<file path="config.mk">
export PLATFORM = sky130hd
export DESIGN_NAME = servo_pwm_multi
export DESIGN_NICKNAME = d
export VERILOG_FILES = /design/src/rtl/servo_pwm_multi.sv
export SDC_FILE = /design/constraint.sdc
export NUM_CORES = 1
export LEC_CHECK = 0
export CAP_MARGIN = 25
export CORE_MARGIN = 1.5
export CORE_UTILIZATION = 48
export CTS_CLUSTER_DIAMETER = 150
export DETAILED_ROUTE_END_ITERATION = 12
export GPL_ROUTABILITY_DRIVEN = 0
export HOLD_SLACK_MARGIN = 0.12
export PLACE_DENSITY = 0.69
export SYNTH_ARGS = -nofsm -noshare
export SYNTH_HDL_FRONTEND = slang
export SYNTH_SLANG_ARGS = --single-unit
</file>
<file path="constraint.sdc">
create_clock -name clk -period 4.05 [get_ports clk]
set_clock_uncertainty 0.2 [all_clocks]
set_input_delay 0.405 -clock clk [delete_from_list [all_inputs] [get_ports clk]]
set_output_delay 0.405 -clock clk [all_outputs]
set_load 0.02 [all_outputs]
</file>
<file path="src/rtl/servo_pwm_multi.sv">
// rtl/servo_pwm_multi.sv - multi-channel servo PWM generator with shared prescaled period counter
//
// Purpose: CHANNELS independent PWM outputs sharing one prescaler and one WIDTH-bit period
// counter. Duty values are written into per-channel pending registers and only take effect
// at the period boundary (counter wrap to 0), so an output never changes duty mid-period.
// Optional macro SERVO_PWM_CLAMP_EN clamps each duty into [pwm_min, pwm_max] at load time,
// with pwm_min taking precedence when the two limits cross.
//
// Ports:
//   clk          system clock, rising edge
//   reset        synchronous active-high reset
//   div_clk      prescaler terminal count; one tick every div_clk+1 clk cycles
//   wr_en        one-cycle duty write strobe
//   wr_addr      channel index for the write (out-of-range indices are dropped)
//   wr_data      requested duty in ticks
//   ch_enable    per-channel enable, captured at each period boundary
//   pwm_min      lower duty clamp (clamp build only)
//   pwm_max      upper duty clamp (clamp build only)
//   pwm          registered PWM outputs
//   period_start one-cycle pulse in the cycle the period counter becomes 0
//   pending      channel holds a written duty not yet applied
module servo_pwm_multi #(
    parameter int CHANNELS  = 4,
    parameter int WIDTH     = 16,
    parameter int DIV_WIDTH = 16,
    localparam int AW       = (CHANNELS > 1) ? $clog2(CHANNELS) : 1
) (
    input  logic                 clk,
    input  logic                 reset,
    input  logic [DIV_WIDTH-1:0] div_clk,
    input  logic                 wr_en,
    input  logic [AW-1:0]        wr_addr,
    input  logic [WIDTH-1:0]     wr_data,
    input  logic [CHANNELS-1:0]  ch_enable,
    input  logic [WIDTH-1:0]     pwm_min,
    input  logic [WIDTH-1:0]     pwm_max,
    output logic [CHANNELS-1:0]  pwm,
    output logic                 period_start,
    output logic [CHANNELS-1:0]  pending
);

    localparam logic [AW:0] CH_LIM = CHANNELS[AW:0];

    logic [DIV_WIDTH-1:0] div_cnt;
    logic [WIDTH-1:0]     cnt;
    logic                 tick;
    logic                 boundary;
    logic                 wr_hit;
    logic [WIDTH-1:0]     pend_val    [CHANNELS];
    logic [WIDTH-1:0]     shadow_duty [CHANNELS];
    logic [WIDTH-1:0]     load_val    [CHANNELS];
    logic [CHANNELS-1:0]  shadow_en;
    logic [CHANNELS-1:0]  pwm_next;
    logic [CHANNELS-1:0]  pending_next;

`ifdef SERVO_PWM_CLAMP_EN
    // Upper limit first, lower limit last, so pwm_min wins when the limits cross.
    function automatic logic [WIDTH-1:0] duty_of(input logic [WIDTH-1:0] v,
                                                 input logic [WIDTH-1:0] lo,
                                                 input logic [WIDTH-1:0] hi);
        logic [WIDTH-1:0] t;
        t = (v > hi) ? hi : v;
        return (t < lo) ? lo : t;
    endfunction
`else
    function automatic logic [WIDTH-1:0] duty_of(input logic [WIDTH-1:0] v,
                                                 input logic [WIDTH-1:0] lo,
                                                 input logic [WIDTH-1:0] hi);
        logic unused_lim;
        unused_lim = ^{lo, hi};
        return v;
    endfunction
    logic unused_clamp;
    assign unused_clamp = ^{pwm_min, pwm_max};
`endif

    // >= rather than == so a div_clk lowered below the running count still recovers at once.
    assign tick     = (div_cnt >= div_clk);
    assign boundary = tick && (cnt == {WIDTH{1'b1}});
    assign wr_hit   = wr_en && ({1'b0, wr_addr} < CH_LIM);

    always_comb begin
        pending_next = boundary ? '0 : pending;
        if (wr_hit) begin
            // A write on the boundary cycle re-arms pending for the next period.
            pending_next[wr_addr] = 1'b1;
        end
        for (int i = 0; i < CHANNELS; i++) begin
            pwm_next[i] = shadow_en[i] && (cnt < shadow_duty[i]);
            load_val[i] = duty_of(pend_val[i], pwm_min, pwm_max);
        end
    end

    always_ff @(posedge clk) begin
        if (reset) begin
            div_cnt      <= '0;
            cnt          <= '0;
            period_start <= 1'b0;
            pending      <= '0;
            shadow_en    <= '0;
            pwm          <= '0;
            for (int i = 0; i < CHANNELS; i++) begin
                pend_val[i]    <= '0;
                shadow_duty[i] <= '0;
            end
        end else begin
            div_cnt      <= tick ? '0 : div_cnt + 1'b1;
            if (tick) begin
                cnt <= cnt + 1'b1;
            end
            period_start <= boundary;
            pwm          <= pwm_next;
            pending      <= pending_next;
            if (boundary) begin
                shadow_en <= ch_enable;
                for (int i = 0; i < CHANNELS; i++) begin
                    if (pending[i]) begin
                        // Uses the pre-write pending value; a same-cycle write lands in pend_val.
                        shadow_duty[i] <= load_val[i];
                    end
                end
            end
            if (wr_hit) begin
                pend_val[wr_addr] <= wr_data;
            end
        end
    end

endmodule

</file>
==> results by group <==
Yosys
  • Mapped cell area: 8610 um^2
  • Yosys reg bits: 173
  • Syn_nets: 898
  • Post-synth cell types: 45
  • Share of synthesized registers carrying an async set or reset: 0%
  • Syn Area/Cell: between 10 and 15 um^2
  • Cell count after synthesis: 747
  • Top cell type by total area after synthesis: edfxtp_1
  • Top cells by area, synth: edfxtp_1 45%, ha_1 11%, dfxtp_1 10%
  • Number of flops mapped to enable cells by yosys: roughly 130
  • Yosys top cell area share: 44.6%
  • Synth warn: 0
  • Ys flop type: edfxtp_1
  • Register area share after synthesis: 55.1%

Critical path
  • Largest delay share family, worst path: simple AND/OR/NAND/NOR gates
  • CP bufs+invs: 2
  • CP max stage cell: dfxtp_1
  • Crit path max fanout: 16
  • Max incr delay on CP: 0.60 ns
  • Arrival time worst endpoint: 2.97 ns
  • Crit path capture type: flip-flop
  • Critical path class: reg2reg
  • Worst-path cell chain: inv_1, nor3_1, nand2_1, nor3_1, a21o_1, buf_4
  • Startpoint class of the critical path: flip-flop
  • Cell mode on critical path: nor3_1
  • Critical Path RT: ~4.0 ns

CTS
  • Hold Buf Count CTS: 0
  • Bufs on Longest Clock Path: 2
  • TritonCTS clock tree: done
  • Post-CTS setup buffer count: 0
  • H-tree levels: 4
  • Num Clock Sinks: roughly 170
  • CTS buffer count: 17
  • Worst-Skew Late Latency: 0.43 ns
  • Clock Pin Slew Worst Setup and Hold Paths: 0.07 ns
  • Cts repair resizes: 0
  • CTS root buffer: clkbuf_16

Place
  • Placed cell count: 1009
  • IO buf count: ~50
  • Pre-CTS setup slack: 0.568 ns
  • Placed wire-length estimate: 13.4 mm

Floorplanning
  • Num ports: 82
  • Die H: between 100 and 150 um
  • Core footprint: 17400 um^2
  • # rows: 48
  • Starting Density: approximately half
  • Die width: 137 um
  • Die area: 18700 um^2

Min path
  • Worst Hold Class: reg2reg

Timing
  • Slew headroom: 49.6%
  • Fmax: 327 MHz
  • Least-Margin Pin Slew: 0.756 ns
  • Fin crit period: between 3 and 4 ns
  • Final period util: 75.4%
  • Setup violators final: 0
  • RSZ-0062 raised after global routing: no
  • Sum of negative setup slack: 0 ns
  • Final Max Slew Viols: 0
  • Final Hold Fails: 0
  • Final WS setup: 0.995 ns

Route
  • Via density: 5.41
  • Wl on met1: roughly 8 mm
  • Antenna Nets Post-Route: 0
  • Final wirelength: roughly 18 mm
  • DR pass1 iterations: 5
  • Routed wl met2: 8.58 mm
  • Via count: ~5600
  • DR WL met3: between 700 and 800 um
  • Top routing layer in use: met4
  • Drt drc: 0
  • Initial DRC Count: 299
  • Avg WL per Cell: 17.4 um

Cells and area
  • Finished Core Util: between 50 and 60%
  • Finished Layout Cells: ~1000
  • Diodes inserted: 0
  • Fin nets: 954
  • Area Growth Syn to Fin: 15.3%
  • Fill count: 1442
  • Proportion of layout cells with a drive suffix above 1: 8.21%

Power and ir drop
  • P per Cell Area: about 390 nW/um^2
  • Cell leakage power: 4.41 nW
  • Max VDD drop: approximately 310 uV

GRT
  • Antenna violations before repair: 0
  • Largest net degree at the start of global routing: around 50
  • First-pass GRT wire length: 29.1 mm
  • Total grt overflow: 0
  • Vias in the first global route: 5610
  • Gr usage total: about a fifth

Run
  • Max-cap violations: 0

Run status
  • Status: completed
-- state kept, by name, indices dropped and copies added, names as in the netlist --
| register | cells |
|---|---|
| cnt | 16 |
| shadow_duty | 64 |
| pend_val | 64 |
| shadow_en | 4 |
| pwm | 4 |
| period_start | 1 |
| pending | 4 |
| div_cnt | 16 |
-- metrics by stage --
| stage | instance area, um^2 | power, mW | hold WS, ns |
|---|---|---|---|
| 2_1_floorplan | 8610 | 2.15 | 0.221 |
| 3_3_place_gp | 9330 | 2.24 | 0.245 |
| 3_5_place_dp | 9330 | 2.26 | 0.262 |
| 4_1_cts | 9920 | 3.88 | 0.278 |
| 5_1_grt | 9920 | 3.99 | 0.314 |
| 6_report | 9920 | 3.85 | 0.275 |
-- routing by layer --
layer / up-vias / track usage (%)
met5: - / 0
met3: 33 / 4.44
met2: 129 / 33.7
met4: 0 / 10.2
met1: 2694 / 26.5
li1: 2779 / -
-- area by class of cell --
type	instances	area, um^2	share of cell area, %
sequential	173	4740	47.8
multi-input combinational	470	3430	34.5
timing repair buffer	60	573	5.77
clock buffer	17	425	4.29
inverter	81	304	3.06
tap	225	282	2.84
clock inverter	15	169	1.70
-- power breakdown --
part,switching (mW),leakage (nW),internal [mW]
sequential,0.0343,1.59,1.99
clock,0.747,0.292,0.884
combinational,0.111,2.53,0.0878
-- cell families after synthesis --
family          synth area share, %
simple gates                   18.5
mux                           0.116
fa+ha+maj                      11.3
buf+inv                        5.09
compound gates                 8.28
xor+xnor                       1.53
flops                          55.1
-- worst paths after layout --
check                  start                 end  slack [ns]  cells past startpoint
setup reg to reg      cnt[2]  shadow_duty[3][13]         1.0                      6
hold reg to reg   div_cnt[0]          div_cnt[0]        0.27                      1
setup / recovery      cnt[2]  shadow_duty[3][13]         1.0                      6
hold / removal    div_cnt[0]          div_cnt[0]        0.27                      1
-- layout by cell type, fill, tap and decap left out, types with 11 or more instances in the layout --
master	instances
and2_1	82
nand2_1	15
nand4_1	17
dfxtp_1	45
and3_1	47
ha_1	78
buf_4	11
a21oi_1	42
clkdlybuf4s50_1	49
a21o_1	28
nor2_1	29
edfxtp_1	128
clkbuf_16	17
o21ai_0	17
nand3_1	20
inv_1	81
-- cell usage after synthesis (7+ instances only) --
cell type,n
and3_2,9
and3_1,47
ha_1,78
a21o_1,28
inv_1,81
nor2_1,29
o31ai_1,8
nand3_1,20
edfxtp_1,128
o21ai_0,17
nand4_1,17
nand2b_1,7
a211oi_1,9
clkbuf_1,15
nand2_1,15
or4_1,8
a21oi_1,42
and2_1,82
xor2_1,9
dfxtp_1,45
Power figures use the tool's default switching activity.
